### src/rtl/rr_arbiter_8_enc_pkg.sv
// Shared constants and state type for the 8-way round-robin arbiter
// and its rotating priority picker.
package rr_arbiter_8_enc_pkg;
    localparam int N_REQ = 8;
    localparam int IDX_W = 3;

    typedef enum logic {
        IDLE  = 1'b0,
        GRANT = 1'b1
    } arb_state_t;
endpackage

### src/rtl/rr_arbiter_8_enc_pick.sv
// Combinational rotating-priority picker: finds the first set request at or
// after 'start' (wrapping), optionally ignoring one masked requester.
module rr_pick_8
    import rr_arbiter_8_enc_pkg::*;
(
    input  logic [N_REQ-1:0] req,
    input  logic [IDX_W-1:0] start,
    input  logic             mask_en,
    input  logic [IDX_W-1:0] mask_idx,
    output logic             pick_valid,
    output logic [IDX_W-1:0] pick_idx,
    output logic [N_REQ-1:0] pick_onehot
);
    logic [N_REQ-1:0] masked;
    logic [N_REQ-1:0] rot;
    logic [IDX_W-1:0] offset;

    assign masked = req & ~(mask_en ? (N_REQ'(1) << mask_idx) : '0);

    // Rotate so that position 0 of rot corresponds to requester 'start'.
    generate
        for (genvar gi = 0; gi < N_REQ; gi++) begin : g_rot
            logic [IDX_W-1:0] src;
            assign src     = IDX_W'(gi) + start;
            assign rot[gi] = masked[src];
        end
    endgenerate

    always_comb begin
        pick_valid = 1'b0;
        offset     = '0;
        for (int i = N_REQ - 1; i >= 0; i--) begin
            if (rot[i]) begin
                pick_valid = 1'b1;
                offset     = IDX_W'(i);
            end
        end
    end

    // Un-rotate; modulo-8 wrap falls out of the 3-bit add.
    assign pick_idx    = offset + start;
    assign pick_onehot = pick_valid ? (N_REQ'(1) << pick_idx) : '0;
endmodule

### src/rtl/rr_arbiter_8_enc.sv
// Round-robin arbiter for 8 requesters with bounded hold time; grant is
// registered both one-hot and as a binary index.
module rr_arbiter_8_enc
    import rr_arbiter_8_enc_pkg::*;
#(
    parameter int MAX_HOLD = 16
) (
    input  logic             clk,
    input  logic             rst,
    input  logic [N_REQ-1:0] req,
    output logic [N_REQ-1:0] gnt,
    output logic [IDX_W-1:0] gnt_idx,
    output logic             gnt_valid,
    output logic             preempt
);
    // Keep at least one bit so MAX_HOLD==1 still has a legal counter.
    localparam int HOLD_W = (MAX_HOLD > 1) ? $clog2(MAX_HOLD) : 1;

    arb_state_t       state_reg, state_next;
    logic [IDX_W-1:0] ptr_reg, ptr_next;
    logic [HOLD_W-1:0] hold_cnt_reg, hold_cnt_next;
    logic [N_REQ-1:0] gnt_reg, gnt_next;
    logic [IDX_W-1:0] gnt_idx_reg, gnt_idx_next;
    logic             gnt_valid_reg, gnt_valid_next;
    logic             preempt_reg, preempt_next;

    logic [IDX_W-1:0] pick_start;
    logic             pick_valid;
    logic [IDX_W-1:0] pick_idx;
    logic [N_REQ-1:0] pick_onehot;
    logic [IDX_W-1:0] after_g;

    // While granting, search resumes just past the grantee; masking it only
    // matters on timeout, since on release its request is already low.
    assign after_g    = gnt_idx_reg + 3'd1;
    assign pick_start = (state_reg == GRANT) ? after_g : ptr_reg;

    rr_pick_8 u_pick (
        .req         (req),
        .start       (pick_start),
        .mask_en     (state_reg == GRANT),
        .mask_idx    (gnt_idx_reg),
        .pick_valid  (pick_valid),
        .pick_idx    (pick_idx),
        .pick_onehot (pick_onehot)
    );

    always_comb begin
        state_next     = state_reg;
        ptr_next       = ptr_reg;
        hold_cnt_next  = hold_cnt_reg;
        gnt_next       = gnt_reg;
        gnt_idx_next   = gnt_idx_reg;
        gnt_valid_next = gnt_valid_reg;
        preempt_next   = 1'b0;

        case (state_reg)
            IDLE: begin
                if (pick_valid) begin
                    state_next     = GRANT;
                    gnt_next       = pick_onehot;
                    gnt_idx_next   = pick_idx;
                    gnt_valid_next = 1'b1;
                    hold_cnt_next  = '0;
                end
            end
            GRANT: begin
                if (!req[gnt_idx_reg]) begin
                    ptr_next      = after_g;
                    hold_cnt_next = '0;
                    if (pick_valid) begin
                        gnt_next     = pick_onehot;
                        gnt_idx_next = pick_idx;
                    end else begin
                        state_next     = IDLE;
                        gnt_next       = '0;
                        gnt_idx_next   = '0;
                        gnt_valid_next = 1'b0;
                    end
                end else if (hold_cnt_reg == HOLD_W'(MAX_HOLD - 1)) begin
                    // Timeout: hand over if anyone else waits, else re-grant.
                    ptr_next      = after_g;
                    hold_cnt_next = '0;
                    if (pick_valid) begin
                        gnt_next     = pick_onehot;
                        gnt_idx_next = pick_idx;
                        preempt_next = 1'b1;
                    end
                end else begin
                    hold_cnt_next = hold_cnt_reg + 1'b1;
                end
            end
            default: state_next = IDLE;
        endcase
    end

    always_ff @(posedge clk) begin
        if (rst) begin
            state_reg     <= IDLE;
            ptr_reg       <= '0;
            hold_cnt_reg  <= '0;
            gnt_reg       <= '0;
            gnt_idx_reg   <= '0;
            gnt_valid_reg <= 1'b0;
            preempt_reg   <= 1'b0;
        end else begin
            state_reg     <= state_next;
            ptr_reg       <= ptr_next;
            hold_cnt_reg  <= hold_cnt_next;
            gnt_reg       <= gnt_next;
            gnt_idx_reg   <= gnt_idx_next;
            gnt_valid_reg <= gnt_valid_next;
            preempt_reg   <= preempt_next;
        end
    end

    assign gnt       = gnt_reg;
    assign gnt_idx   = gnt_idx_reg;
    assign gnt_valid = gnt_valid_reg;
    assign preempt   = preempt_reg;
endmodule

### config.mk
export PLATFORM = sky130hd
export DESIGN_NAME = rr_arbiter_8_enc
export DESIGN_NICKNAME = d
export VERILOG_FILES = /design/src/rtl/rr_arbiter_8_enc_pkg.sv /design/src/rtl/rr_arbiter_8_enc_pick.sv /design/src/rtl/rr_arbiter_8_enc.sv
export SDC_FILE = /design/constraint.sdc
export NUM_CORES = 1
export LEC_CHECK = 0
export BUFFER_PORTS_ARGS = -buffer_cell sky130_fd_sc_hd__buf_2
export CAP_MARGIN = 20
export CELL_PAD_IN_SITES_DETAIL_PLACEMENT = 0
export CELL_PAD_IN_SITES_GLOBAL_PLACEMENT = 2
export CORE_MARGIN = 4
export CORE_UTILIZATION = 36
export CTS_BUF_LIST = sky130_fd_sc_hd__clkbuf_8
export CTS_CLUSTER_DIAMETER = 40
export DETAILED_ROUTE_END_ITERATION = 8
export GPL_TIMING_DRIVEN = 1
export PLACE_DENSITY_LB_ADDON = 0.1
export SETUP_SLACK_MARGIN = 0.1
export SYNTH_ARGS = -nofsm -noshare
export SYNTH_HDL_FRONTEND = slang
export SYNTH_SLANG_ARGS = --single-unit
### constraint.sdc
create_clock -name clk -period 4.59 [get_ports clk]
set_clock_uncertainty 0.15 [all_clocks]
set_input_delay 0.918 -clock clk [delete_from_list [all_inputs] [get_ports clk]]
set_output_delay 0.918 -clock clk [all_outputs]
set_load 0.02 [all_outputs]
## Word-level counts from Yosys, hierarchy flattened

Cells that the tools add are included.

- Logic and storage cells: 101
- Flip-flop bits (word level): 21
- Input bits: 10

- $add $sub $neg: 10
- Magnitude comparators: 9
- Equal/unequal tests: 6
- Reductions and logical operators: 3
- Muxes and demuxes: 59
- Shift operators: 2
- Bitwise gates (word level): 5

Operators with widths:

| cell | number |
|---|---|
| $mux 3 | 15 |
| $mux 8 | 5 |
| $lt 3x4->1 const B | 9 |
| $bmux 1 s3 | 9 |
| $mux 1 | 22 |
| $pmux 8 s2 | 1 |
| $shl 1x3->8 const A | 2 |
| $add 3x3->3 const A | 4 |
| $mux 4 | 3 |
| $and 8x8->8 | 1 |
| $not 8->8 | 1 |
| $pmux 4 s2 | 1 |
| $add 2x3->3 const A | 2 |
| $ne 2x2->1 const B | 3 |
| $pmux 3 s2 | 1 |
| $add 4x1->4 const B | 1 |
| $eq 4x4->1 const B | 1 |
| $pmux 1 s2 | 2 |
| $reduce_or 4->1 | 1 |
| $add 1x3->3 const A | 1 |
| $add 3x1->3 const B | 1 |
| $add 3x3->3 | 1 |
| $ne 3x2->1 const B | 1 |
| $not 1->1 | 3 |
| other kinds (3) | 3 |

## Depth between registers and ports, before layout

- Word-level depth: 20
- Mapped depth: 17

## By module

Synthesis repeated with hierarchy kept, for this count alone.

- Cell total of the unflattened synthesis: 259
- Area total of the unflattened synthesis: 2362.3 µm²

By module, submodules not included:

| module | sequential area each (µm²) | times used | area each (µm²) | cells an instance |
|---|---|---|---|---|
| rr_arbiter_8_enc | 420.4 | 1 | 1181.1 | 119 |
| rr_pick_8 | 0.0 | 1 | 1181.1 | 140 |

## Least setup slack after synthesis

No wires, ideal clock.

- Path kind: flip-flop to flip-flop
- Start point: register gnt_idx_reg[0] (netlist: gnt_idx[0])
- End point: register gnt_reg[4] (netlist: gnt[4])
- Arrival time: 4.028 ns
- Path buffers: 0
- Data required time: 4.379 ns
- Clock period less this slack: 4.239 ns
- Setup time: 0.061 ns
- Cell stages (with the launch flop): 18
- Path slack: 0.351 ns
- Cell sequence: dfxtp_1 -> inv_1 -> ha_1 -> mux2i_1 -> inv_2 -> ha_1 -> mux4_2 -> mux2i_1 -> nand2_1 -> a22oi_1 -> o21ai_0 -> a21oi_1 -> ha_1 -> inv_1 -> fa_1 -> xnor2_1 -> xor2_1 -> a32o_1

- Elaborated cells between the ends (all ways): 55
- Those cells by class: add/sub: 9; eq/ne: 1; shift: 2; mux: 41; bitwise: 2

RTL lines:

| item | line | text |
|---|---|---|
| start: declaration | rr_arbiter_8_enc.sv:23 | `logic [IDX_W-1:0] gnt_idx_reg, gnt_idx_next;` |
| start signal: assignment | rr_arbiter_8_enc.sv:111 | `gnt_idx_reg <= gnt_idx_next;` |
| $add 3x1->3 (*) | rr_arbiter_8_enc.sv:35 | `assign after_g = gnt_idx_reg + 3'd1;` |
| named net after_g[0] | rr_arbiter_8_enc.sv:31 | `logic [IDX_W-1:0] after_g;` |
| $mux 3 (*) | rr_arbiter_8_enc.sv:36 | `assign pick_start = (state_reg == GRANT) ? after_g : ptr_reg;` |
| $add 3x3->3 | rr_arbiter_8_enc_pick.sv:24 | `assign src = IDX_W'(gi) + start;` |
| $bmux 1 s3 | rr_arbiter_8_enc_pick.sv:25 | `assign rot[gi] = masked[src];` |
| $mux 1 (not written as such) | rr_arbiter_8_enc_pick.sv:25 |  |
| $mux 3 (8 in a row) | rr_arbiter_8_enc_pick.sv:33 | `if (rot[i]) begin` |
| $add 3x3->3 | rr_arbiter_8_enc_pick.sv:41 | `assign pick_idx = offset + start;` |
| $shl 1x3->8 | rr_arbiter_8_enc_pick.sv:42 | `assign pick_onehot = pick_valid ? (N_REQ'(1) << pick_idx) : '0;` |
| $mux 8 | rr_arbiter_8_enc.sv:59, rr_arbiter_8_enc.sv:84 |  |
| $mux 8 | rr_arbiter_8_enc.sv:80 | `end else if (hold_cnt_reg == HOLD_W'(MAX_HOLD - 1)) begin` |
| $mux 8 | rr_arbiter_8_enc.sv:68 | `if (!req[gnt_idx_reg]) begin` |
| $pmux 8 s2 (*) | rr_arbiter_8_enc.sv:57 | `case (state_reg)` |
| end signal: assignment | rr_arbiter_8_enc.sv:110 | `gnt_reg <= gnt_next;` |
| end: declaration | rr_arbiter_8_enc.sv:22 | `logic [N_REQ-1:0] gnt_reg, gnt_next;` |

The timed path passes the listed nets; every way through them passes the cells marked *. The select of a mux whose other input is x is not followed.
A chain may end at the register's enable or synchronous reset.

## Worst setup path after layout

- Start point: register gnt_idx_reg[0] (netlist: gnt_idx[0])
- End point: register gnt_reg[5] (netlist: gnt[5])

The elaborated chain is that of the path after synthesis.

==> flow_metrics.env <==
export IMPL_vias_per_cell=5.65
export IMPL_synth_edff_count=0
export IMPL_start_kind="register"
export IMPL_fin_tns_setup_ns=0
export IMPL_synthCells=200
export IMPL_synth_distinct_cells=46
export IMPL_gr_total_overflow=0
export IMPL_clockBufferDepth=2
export IMPL_netlist_area_mm2=0.00176
export IMPL_rsz0062_at_grt="false"
export IMPL_status="finished clean"
export IMPL_seq_area_frac_synth_pct=23.9
export IMPL_hold_viol=0
export IMPL_cts_root_buf="clkbuf_8"
export IMPL_die_w_um=77.9
export IMPL_dieArea_mm2=0.00607
export IMPL_core_area_mm2=0.00472
export IMPL_insertion_delay_ns=0.26
export IMPL_worstMarginPinSlew_ns=0.724
export IMPL_async_flop_share_pct=0
export IMPL_num_fill_cells=480
export IMPL_diodes=0
export IMPL_leakage_nw=0.831
export IMPL_ir_drop_mv=0.270
export IMPL_grt_pass1_vias=1665
export IMPL_postCtsResizedCells=0
export IMPL_htreeDepth=1
export IMPL_layout_drive_gt1_share_pct=25.1
export IMPL_min_period_ns=4.18
export IMPL_setup_viol=0
export IMPL_powerDensity_mw_per_mm2=670
export IMPL_fmax_mhz=239
export IMPL_cts_setup_buffers=0
export IMPL_grt_pass1_wl_um=7910
export IMPL_first_pass_iters=4
export IMPL_syn_nets=221
export IMPL_ys_warn_count=0
export IMPL_slew_viol_final=0
export IMPL_row_count=25
export IMPL_clock_sinks=21
export IMPL_nets=249
export IMPL_drt_total_wl_um=4630
export IMPL_io_buffers=22
export IMPL_synth_ff_type="dfxtp_1"
export IMPL_ys_ff_latch=21
export IMPL_dp_hpwl_um=3720
export IMPL_cp_max_fo=10
export IMPL_drt_iter0_markers=175
export IMPL_largest_reg_flops=8
export IMPL_fin_hold_ws_ns=0.318
export IMPL_yosysTopAreaCell="dfxtp_1"
export IMPL_drc=0
export IMPL_crit_type="register to register"
export IMPL_relSlewSlack_pct=51.4
export IMPL_cts_tree="built"
export IMPL_hold_class="register to register"
export IMPL_ctsHoldBuffers=0
export IMPL_wl_per_cell_um=15.7
export IMPL_num_vias=1661
export IMPL_die_y_um=77.9
export IMPL_max_cap_violations=0
export IMPL_start_util_pct=37.2
export IMPL_clk_pin_slew_ns=0.07
export IMPL_required_ns=4.64
export IMPL_postSynthAreaPerCell_um2=8.80
export IMPL_antenna_left=0
export IMPL_cts_buffers_inserted=3
export IMPL_io_pins=23
export IMPL_grt_max_degree=14
export IMPL_gp_congestion=0.838
export IMPL_syn_to_final_growth_pct=17.1
export IMPL_end_kind="register"
export IMPL_synth_area_leaders="dfxtp_1 24%, mux4_2 7.7%, ha_1 7.1%"
export IMPL_period_share_pct=91.2
export IMPL_yosysTopAreaCellShare_pct=23.9
export IMPL_critPathArrivalTime_ns=4.24
export IMPL_grt_usage_pct=15.9
export IMPL_antenna_found_initial=0
routing by layer:
metal / part of all wire [%] / up-vias / global-route usage (%)
li1: - / 816 / -
met1: 42 / 793 / 19.7
met2: 53 / 43 / 28.2
met3: 3.1 / 9 / 1.28
met4: 2.0 / 0 / 6.47
met5: 0 / - / 0
final timing paths:
check / start / slack [ns] / endpoint / cells past startpoint
min reg2reg: gnt[2] / 0.32 / gnt[2] / 1
max: gnt_idx[0] / 0.41 / gnt[5] / 15
max reg2reg: gnt_idx[0] / 0.41 / gnt[5] / 15
min: gnt[2] / 0.32 / gnt[2] / 1
metrics by stage:
stage	instances	setup slack [ns]	util, %	power, mW	area, um^2
after floorplan	200	0.351	-	0.986	1760
after global placement	290	0.404	41.8	1.20	1970
after detailed placement	290	0.238	41.8	1.22	1970
after CTS	294	0.221	42.8	1.34	2020
after global routing	294	0.0824	43.6	1.51	2060
final	294	0.405	43.6	1.38	2060
logic make-up (layout without fill, tap and decap cells):
logic type / count (synthesis) / in the layout / synth area share, %
AOI/OAI and AO/OA: 64 / 64 / 28.7
xor gates and xnor gates: 7 / 7 / 3.49
adders and majority gates: 11 / 11 / 8.25
buffers and inverters: 18 / 45 / 4.55
DFF: 21 / 21 / 23.9
muxes: 12 / 12 / 11.2
and+or+nand+nor: 67 / 67 / 20.0
worst max-delay path: stages (launching register included):
cell	delay [ns]
dfxtp_1	0.34
inv_1	0.06
ha_1	0.32
mux2i_2	0.20
inv_2	0.12
ha_1	0.34
mux4_2	0.57
mux2_2	0.30
o211ai_1	0.21
inv_1	0.07
o21ai_0	0.17
nand2_1	0.10
fa_1	0.44
xnor2_2	0.26
xor2_2	0.28
a32o_1	0.21
cell usage in the layout, fill, tap and decap left out, drive strengths merged, types with 4 or more instances in the layout:
cell and count:
inv 11, nand2b 4, a211oi 10, a32o 8
nor2 14, buf 30, and2 6, a21oi 7
ha 10, xnor2 5, o211ai 10, a21boi 5
o21ai 9, nand2 19, mux2i 5, nand3 11
mux4 6, dfxtp 21
area by class of cell:
cell class,instances,area [um^2],area share [%]
Tap cell,67,83.8,4.07
Timing Repair Buffer,30,170,8.26
Inverter,11,41.3,2.00
Multi-Input combinational cell,161,1300,63.0
Sequential cell,21,420,20.4
Clock buffer,3,41.3,2.00
Clock inverter,1,5.00,0.243
report_power, final:
group	internal, mW	switching, mW
Combinational	0.412	0.593
Sequential	0.231	0.0249
Clock	0.0604	0.0583
Total	0.704	0.676
cell usage after synthesis, drive strengths merged, types with 2 or more instances:
library cell	count
nor2	14
a22o	3
a21oi	7
buf	6
xor2	2
nor3	2
nand2b	4
xnor2	5
a2111oi	3
nand3	11
a32o	8
o211ai	10
a211oi	10
and2	6
nor2b	2
o21ai	9
mux2i	5
o21a	3
dfxtp	21
a21boi	5
and3	3
ha	10
nand2	19
nor4	3
inv	11
mux4	6
Power figures use the tool's default switching activity.
